--- src/rtl/axi_arb.sv ---
// axi_arb: shares one AXI-lite master port between the IFU (read only) and
// the LSU (read + write). Only one transaction is ever outstanding.
//
// Ports
//   clk_i, rst_i        : clock, synchronous active-low reset
//   ifu_ar_* / ifu_r_*  : IFU read address / read data channels
//   lsu_ar_* / lsu_r_*  : LSU read address / read data channels
//   lsu_aw_* / lsu_w_*  : LSU write address / write data channels
//   lsu_b_*             : LSU write response channel
//   mst_*               : shared downstream AXI-lite master port
//
// Arbitration: the LSU prefers a write (aw and w both valid) over a read.
// IFU vs LSU is round-robin on last_grant, which resets to LSU so the IFU
// wins the first tie.
module axi_arb #(
  parameter int ADDR_W = 32,
  parameter int DATA_W = 32
) (
  input  logic                clk_i,
  input  logic                rst_i,
  input  logic                ifu_ar_valid_i,
  input  logic [ADDR_W-1:0]   ifu_ar_addr_i,
  output logic                ifu_ar_ready_o,
  output logic                ifu_r_valid_o,
  output logic [DATA_W-1:0]   ifu_r_data_o,
  output logic [1:0]          ifu_r_resp_o,
  input  logic                ifu_r_ready_i,
  input  logic                lsu_ar_valid_i,
  input  logic [ADDR_W-1:0]   lsu_ar_addr_i,
  output logic                lsu_ar_ready_o,
  output logic                lsu_r_valid_o,
  output logic [DATA_W-1:0]   lsu_r_data_o,
  output logic [1:0]          lsu_r_resp_o,
  input  logic                lsu_r_ready_i,
  input  logic                lsu_aw_valid_i,
  input  logic [ADDR_W-1:0]   lsu_aw_addr_i,
  output logic                lsu_aw_ready_o,
  input  logic                lsu_w_valid_i,
  input  logic [DATA_W-1:0]   lsu_w_data_i,
  input  logic [DATA_W/8-1:0] lsu_w_strb_i,
  output logic                lsu_w_ready_o,
  output logic                lsu_b_valid_o,
  output logic [1:0]          lsu_b_resp_o,
  input  logic                lsu_b_ready_i,
  output logic                mst_ar_valid_o,
  output logic [ADDR_W-1:0]   mst_ar_addr_o,
  input  logic                mst_ar_ready_i,
  input  logic                mst_r_valid_i,
  input  logic [DATA_W-1:0]   mst_r_data_i,
  input  logic [1:0]          mst_r_resp_i,
  output logic                mst_r_ready_o,
  output logic                mst_aw_valid_o,
  output logic [ADDR_W-1:0]   mst_aw_addr_o,
  input  logic                mst_aw_ready_i,
  output logic                mst_w_valid_o,
  output logic [DATA_W-1:0]   mst_w_data_o,
  output logic [DATA_W/8-1:0] mst_w_strb_o,
  input  logic                mst_w_ready_i,
  input  logic                mst_b_valid_i,
  input  logic [1:0]          mst_b_resp_i,
  output logic                mst_b_ready_o
);

  typedef enum logic [2:0] {IDLE, RD_ADDR, RD_DATA, WR_REQ, WR_RESP} state_e;
  localparam logic OWN_IFU = 1'b0;
  localparam logic OWN_LSU = 1'b1;

  state_e              state_q, state_d;
  logic                owner_q, owner_d;
  logic                last_q, last_d;
  logic                aw_done_q, aw_done_d;
  logic                w_done_q, w_done_d;
  logic                run_q;   // low for the first cycle after a reset edge
  logic [ADDR_W-1:0]   addr_q, addr_d;
  logic [DATA_W-1:0]   data_q, data_d;
  logic [DATA_W/8-1:0] strb_q, strb_d;

  logic lsu_wr, lsu_req, grant_ifu;

  assign lsu_wr    = lsu_aw_valid_i & lsu_w_valid_i;
  assign lsu_req   = lsu_wr | lsu_ar_valid_i;
  assign grant_ifu = ifu_ar_valid_i & (~lsu_req | (last_q == OWN_LSU));

  always_comb begin
    state_d        = state_q;
    owner_d        = owner_q;
    last_d         = last_q;
    aw_done_d      = aw_done_q;
    w_done_d       = w_done_q;
    addr_d         = addr_q;
    data_d         = data_q;
    strb_d         = strb_q;
    ifu_ar_ready_o = 1'b0;
    lsu_ar_ready_o = 1'b0;
    lsu_aw_ready_o = 1'b0;
    lsu_w_ready_o  = 1'b0;
    ifu_r_valid_o  = 1'b0;
    lsu_r_valid_o  = 1'b0;
    lsu_b_valid_o  = 1'b0;
    mst_ar_valid_o = 1'b0;
    mst_aw_valid_o = 1'b0;
    mst_w_valid_o  = 1'b0;
    mst_r_ready_o  = 1'b0;
    mst_b_ready_o  = 1'b0;
    // Data/resp paths are routed unconditionally; only the valids qualify them.
    ifu_r_data_o   = mst_r_data_i;
    ifu_r_resp_o   = mst_r_resp_i;
    lsu_r_data_o   = mst_r_data_i;
    lsu_r_resp_o   = mst_r_resp_i;
    lsu_b_resp_o   = mst_b_resp_i;
    mst_ar_addr_o  = addr_q;
    mst_aw_addr_o  = addr_q;
    mst_w_data_o   = data_q;
    mst_w_strb_o   = strb_q;

    // Every valid/ready stays low while reset is applied and for one cycle after.
    if (rst_i && run_q) begin
      unique case (state_q)
        IDLE: begin
          if (grant_ifu) begin
            ifu_ar_ready_o = 1'b1;
            addr_d  = ifu_ar_addr_i;
            owner_d = OWN_IFU;
            last_d  = OWN_IFU;
            state_d = RD_ADDR;
          end else if (lsu_wr) begin
            lsu_aw_ready_o = 1'b1;
            lsu_w_ready_o  = 1'b1;
            addr_d    = lsu_aw_addr_i;
            data_d    = lsu_w_data_i;
            strb_d    = lsu_w_strb_i;
            owner_d   = OWN_LSU;
            last_d    = OWN_LSU;
            aw_done_d = 1'b0;
            w_done_d  = 1'b0;
            state_d   = WR_REQ;
          end else if (lsu_ar_valid_i) begin
            lsu_ar_ready_o = 1'b1;
            addr_d  = lsu_ar_addr_i;
            owner_d = OWN_LSU;
            last_d  = OWN_LSU;
            state_d = RD_ADDR;
          end
        end
        RD_ADDR: begin
          mst_ar_valid_o = 1'b1;
          if (mst_ar_ready_i) state_d = RD_DATA;
        end
        RD_DATA: begin
          mst_r_ready_o = (owner_q == OWN_LSU) ? lsu_r_ready_i : ifu_r_ready_i;
          ifu_r_valid_o = mst_r_valid_i & (owner_q == OWN_IFU);
          lsu_r_valid_o = mst_r_valid_i & (owner_q == OWN_LSU);
          if (mst_r_valid_i && mst_r_ready_o) state_d = IDLE;
        end
        WR_REQ: begin
          // aw and w complete independently; each valid drops after its own handshake.
          mst_aw_valid_o = ~aw_done_q;
          mst_w_valid_o  = ~w_done_q;
          aw_done_d = aw_done_q | mst_aw_ready_i;
          w_done_d  = w_done_q | mst_w_ready_i;
          if (aw_done_d && w_done_d) begin
            aw_done_d = 1'b0;
            w_done_d  = 1'b0;
            state_d   = WR_RESP;
          end
        end
        WR_RESP: begin
          lsu_b_valid_o = mst_b_valid_i;
          mst_b_ready_o = lsu_b_ready_i;
          if (mst_b_valid_i && lsu_b_ready_i) state_d = IDLE;
        end
        default: state_d = IDLE;
      endcase
    end
  end

  always_ff @(posedge clk_i) begin
    if (!rst_i) begin
      state_q   <= IDLE;
      owner_q   <= OWN_IFU;
      last_q    <= OWN_LSU;
      aw_done_q <= 1'b0;
      w_done_q  <= 1'b0;
      run_q     <= 1'b0;
      addr_q    <= '0;
      data_q    <= '0;
      strb_q    <= '0;
    end else begin
      state_q   <= state_d;
      owner_q   <= owner_d;
      last_q    <= last_d;
      aw_done_q <= aw_done_d;
      w_done_q  <= w_done_d;
      run_q     <= 1'b1;
      addr_q    <= addr_d;
      data_q    <= data_d;
      strb_q    <= strb_d;
    end
  end

endmodule
--- config.mk ---
export PLATFORM = sky130hd
export DESIGN_NAME = axi_arb
export DESIGN_NICKNAME = d
export VERILOG_FILES = /design/src/rtl/axi_arb.sv
export SDC_FILE = /design/constraint.sdc
export NUM_CORES = 1
export LEC_CHECK = 0
export CAP_MARGIN = 10
export CORE_AREA = 2 2 139 141
export DETAILED_ROUTE_END_ITERATION = 8
export DIE_AREA = 0 0 141 143
export GPL_ROUTABILITY_DRIVEN = 1
export PLACE_DENSITY = 0.73
export SLEW_MARGIN = 30
export SYNTH_ARGS = -nofsm -noshare
export SYNTH_HDL_FRONTEND = slang
export SYNTH_SLANG_ARGS = --single-unit
--- constraint.sdc ---
create_clock -name clk_i -period 4.8 [get_ports clk_i]
set_input_delay 0.48 -clock clk_i [delete_from_list [all_inputs] [get_ports clk_i]]
set_output_delay 0.48 -clock clk_i [all_outputs]
set_load 0.03 [all_outputs]
# == Word-level counts from Yosys, hierarchy flattened ==
# Index checks and enable logic that the tools add are counted.
# word_totals
regBits,76
latch_bits,0
ramBits,0
romBits,0
in_bits,182
output_inout_bits,182
n_memories,0
# classes
add_sub_neg,0
mul,0
div_mod_pow,0
magnitude_cmp,0
eq_ne,11
shifts,0
muxes,50
bitwise,13
n_reduce_logical,11
# ops
cell,n
2-to-1 mux 32 bit,3
2-to-1 mux 1 bit,37
2-to-1 mux 3 bit,7
case mux 3 bit (5 select lines),1
!= test 2 bit (second input constant),6
AND reduction 4 bit,2
equality test 3 x 2 -> 1 bit (second input constant),2
AND reduction 6 bit,1
NOT 1 bit,5
AND 1 bit,4
logical AND 1 bit,4
!= test 4 bit (second input constant),1
bitwise OR 1 bit,4
case mux 1 bit (2 select lines),2
equality test 3 x 1 -> 1 bit (second input constant),1
equality test 3 bit (second input constant),1
logical NOT 3 bit,1
AND reduction 3 bit,1
nonzero test 3 bit,1
nonzero test 2 bit,1

# == Longest topological paths before layout ==
# depth
ltp_word,8
ltp_mapped,8
mapped_depth_nobuf,5

# == Least setup slack after synthesis ==
# Ideal clock, no wire load.
# synth_path
path_kind,input port to output port
startpoint,input lsu_aw_valid_i
endpoint,output lsu_ar_ready_o
t_arrival_ps,1820
required_time_ps,4320
slack_ps,2500
cell_stages,5
path_buffers,2
cell_sequence,a21oi_1 o21a_1 buf_4 clkbuf_1 nor3_1
# synth_between
elab_chain_cells,8
word_cells_on_any_way,9
cone_classes,mux (4); bitwise (5)
# synth_lines
element,line_no,text
from (decl),35,"input logic lsu_aw_valid_i,"
AND 1 bit *,80,assign lsu_wr = lsu_aw_valid_i & lsu_w_valid_i;
bitwise OR 1 bit,81,assign lsu_req = lsu_wr | lsu_ar_valid_i;
NOT 1 bit,82,assign grant_ifu = ifu_ar_valid_i & (~lsu_req | (last_q == OWN_LSU));
bitwise OR 1 bit,82,
AND 1 bit,82,
2-to-1 mux 1 bit *,120,if (grant_ifu) begin
2-to-1 mux 1 bit *,118,unique case (state_q)
2-to-1 mux 1 bit *,117,if (rst_i && run_q) begin
to (decl),30,"output logic lsu_ar_ready_o,"
# Mark *: on every way between the ends. The rest lies on a longest branch, timed or not.

# == Final worst setup path ==
# layout_path
startpoint,input lsu_aw_valid_i
endpoint,output lsu_aw_ready_o
# layout_between
elab_chain_cells,8
word_cells_on_any_way,9
cone_classes,mux (4); bitwise (5)
# layout_lines
element,line_no,text
AND 1 bit *,80,
bitwise OR 1 bit,81,
NOT 1 bit,82,
bitwise OR 1 bit,82,
AND 1 bit,82,
2-to-1 mux 1 bit *,120,
2-to-1 mux 1 bit *,118,
2-to-1 mux 1 bit *,117,
to (decl),37,"output logic lsu_aw_ready_o,"
# Marked as above.

==> flow_summary.ini <==
[sta]
max_freq_ghz = 0.330
skew_ns = 0.00704
min_period_ns = 3.03
finalMaxSlewViolations = 0
worst_pin_slew_ns = 0.640
finalHoldViolCount = 0
final.setup.tns_ns = 0
slew_headroom = 0.573
fin_crit_sh = 0.631
setup_violations = 0
rsz0062_at_grt = no

[clocking]
cts_tree = done
htreeDepth = 3
cts-resized-gates = 0
cts.sinks = 76
holdBufCountCts = 0
worstSkewPairLatency_ns = 0.34
cts-root-buf = clkbuf_16
clk_pin_slew_worst_paths_ns = 0.06
clockBufferDepth = 2
cts_buffers = 9
post_cts_buffers = 0

[grt]
met2_usage = 0.233
antenna_found_initial = 0
met1_usage = 0.158
grt_util_met3 = 0.0456
grt.busiest_layer = met2
grt_usage = 0.137
grt_pass1_wl_mm = 21.5
grt_max_degree = 65
grt_pass1_vias = 3849
globalRouteOverflowTotal = 0

[critical_path]
path_max_fanout = 34
critPathCaptureType = output port
critPathRequiredTime_ns = 4.32
cp_data_arrival_time_ns = 2.55
path_class = input pin to output port
worstSetupStartpointType = input pin

[die]
die_area_sq_um = 20200
rows = 50
io_pins = 364
fp.dieW_um = 141
initial_core_util = 0.230
die_y_um = 143
core_sq_um = 18600

[route]
routed_via_density = 4.43
dr.pass1.iters = 4
final_antenna_net_count = 0
drt-total-wl_mm = 14.5
wl_per_cell_um = 15.3
drc = 0
drtIter0Drc = 126
num_vias = 4200

[cells_and_area]
fin_nets = 893
num_antenna_cells = 0
layout_common_cells = clkdlybuf4s50_1 (256), nand2_1 (122), dfxtp_1 (76)
areaGrowthSynthToFinish_pct = 52.2
mostFrequentLayoutCell = clkdlybuf4s50_1
layout-drive-gt1-share = 0.0392
n_fill_cell = 1969

[power]
powerDensity_nw_per_um2 = 292
power_mw = 1.90
ir_drop_mv = 0.144
p_leak_nw = 2.31

[logic_synthesis]
synth_flop_cell = dfxtp_1
synth-edff-count = 0
netlist_area_sq_um = 4270
ys_seq_elements = 76
async_flop_share = 0
yosysWarnings = 0
synth_fp_nets = 764
syn_area_per_cell_sq_um = 7.34
ys_seq_area_frac = 0.356
synth.distinct_cells = 33
netlist_instances = 582

[placed_design]
place_congestion = 0.750
dp_hpwl_mm = 11.3
portBuffers = 257

[flow_run]
drv_cap = 0

[min_path]
min_path_type = flip-flop to flip-flop

[outcome]
status = finished, final reports clean
-- Yosys cell counts (all sizes together), types with 3 or more instances --
cell type	count	area, sq um
mux2i	3	30.0
nor2	7	26.3
buf	123	922
nor3	6	41.3
nand3	55	275
o21ai	73	365
dfxtp	76	1520
nor2b	5	31.3
a21oi	67	335
nand2	123	464
clkbuf	22	86.3
and3	3	18.8
-- path summary, 6_finish.rpt --
kind                                                    start                       endpoint  slack, ns  cells after the start
worst min register to register  mst_w_data_o[28]$_SDFFE_PN0P_  mst_w_data_o[28]$_SDFFE_PN0P_       0.45                      2
worst max register to register        state_q[1]$_SDFFE_PN0P_  mst_w_data_o[11]$_SDFFE_PN0P_       2.81                      6
worst max-delay path                           lsu_aw_valid_i                 lsu_aw_ready_o       1.77                      5
worst min-delay path            mst_w_data_o[28]$_SDFFE_PN0P_  mst_w_data_o[28]$_SDFFE_PN0P_       0.45                      2
-- flip-flops by register name, summed over array words and instances (netlist names) --
name and count:
aw_done_q 1, last_q 1, mst_ar_addr_o 32, mst_w_data_o 32, mst_w_strb_o 4, owner_q 1, run_q 1, state_q 3
w_done_q 1
-- cell type report --
type,count,area (sq um),area share
repair buffers,263,2620,0.402
well taps,234,293,0.0451
multi-input cells,361,1740,0.268
flip-flops and latches,76,1520,0.234
clock inverters,4,72.6,0.0112
clock buffers,11,253,0.0389
-- cell families (layout without fill, tap and decap cells) --
logic type | after synthesis | after routing | share of synthesized area
AND/OR/NAND/NOR | 208 | 208 | 0.217
AO/OA/AOI/OAI | 150 | 150 | 0.184
buffers and inverters | 145 | 278 | 0.236
flip-flops | 76 | 76 | 0.356
multiplexers | 3 | 3 | 0.00703
-- critical path, cell delays in order --
cell and delay, ns:
clkdlybuf4s50_1 0.53, nand2_1 0.07, buf_4 0.25, nor3_4 0.44
clkdlybuf4s50_1 0.75
-- layer usage --
metal | wire length, um | up-vias | part of all wire
met2 | 6990 | 198 | 0.48
met1 | 5830 | 1857 | 0.40
met3 | 1310 | 37 | 0.091
li1 | - | 2108 | -
met5 | 0 | - | 0
met4 | 341 | 0 | 0.024
-- per-stage QoR --
step            util  setup slack (ns)  area [sq um]  instances  hold slack, ns
3_5_place_dp   0.332              1.76          6170        934           0.450
2_1_floorplan      -              2.50          4270        582           0.496
4_1_cts        0.350              1.74          6500        949           0.458
3_3_place_gp   0.332              1.76          6170        934           0.439
5_1_grt        0.350              1.71          6500        949           0.476
6_report       0.350              1.77          6500        949           0.453
-- power by group --
group / internal (mW) / switching (mW)
Sequential: 0.663 / 0.0278
Clock: 0.480 / 0.268
Combinational: 0.227 / 0.233
Total: 1.37 / 0.529
Note: power is estimated with default switching activity, not from simulation.
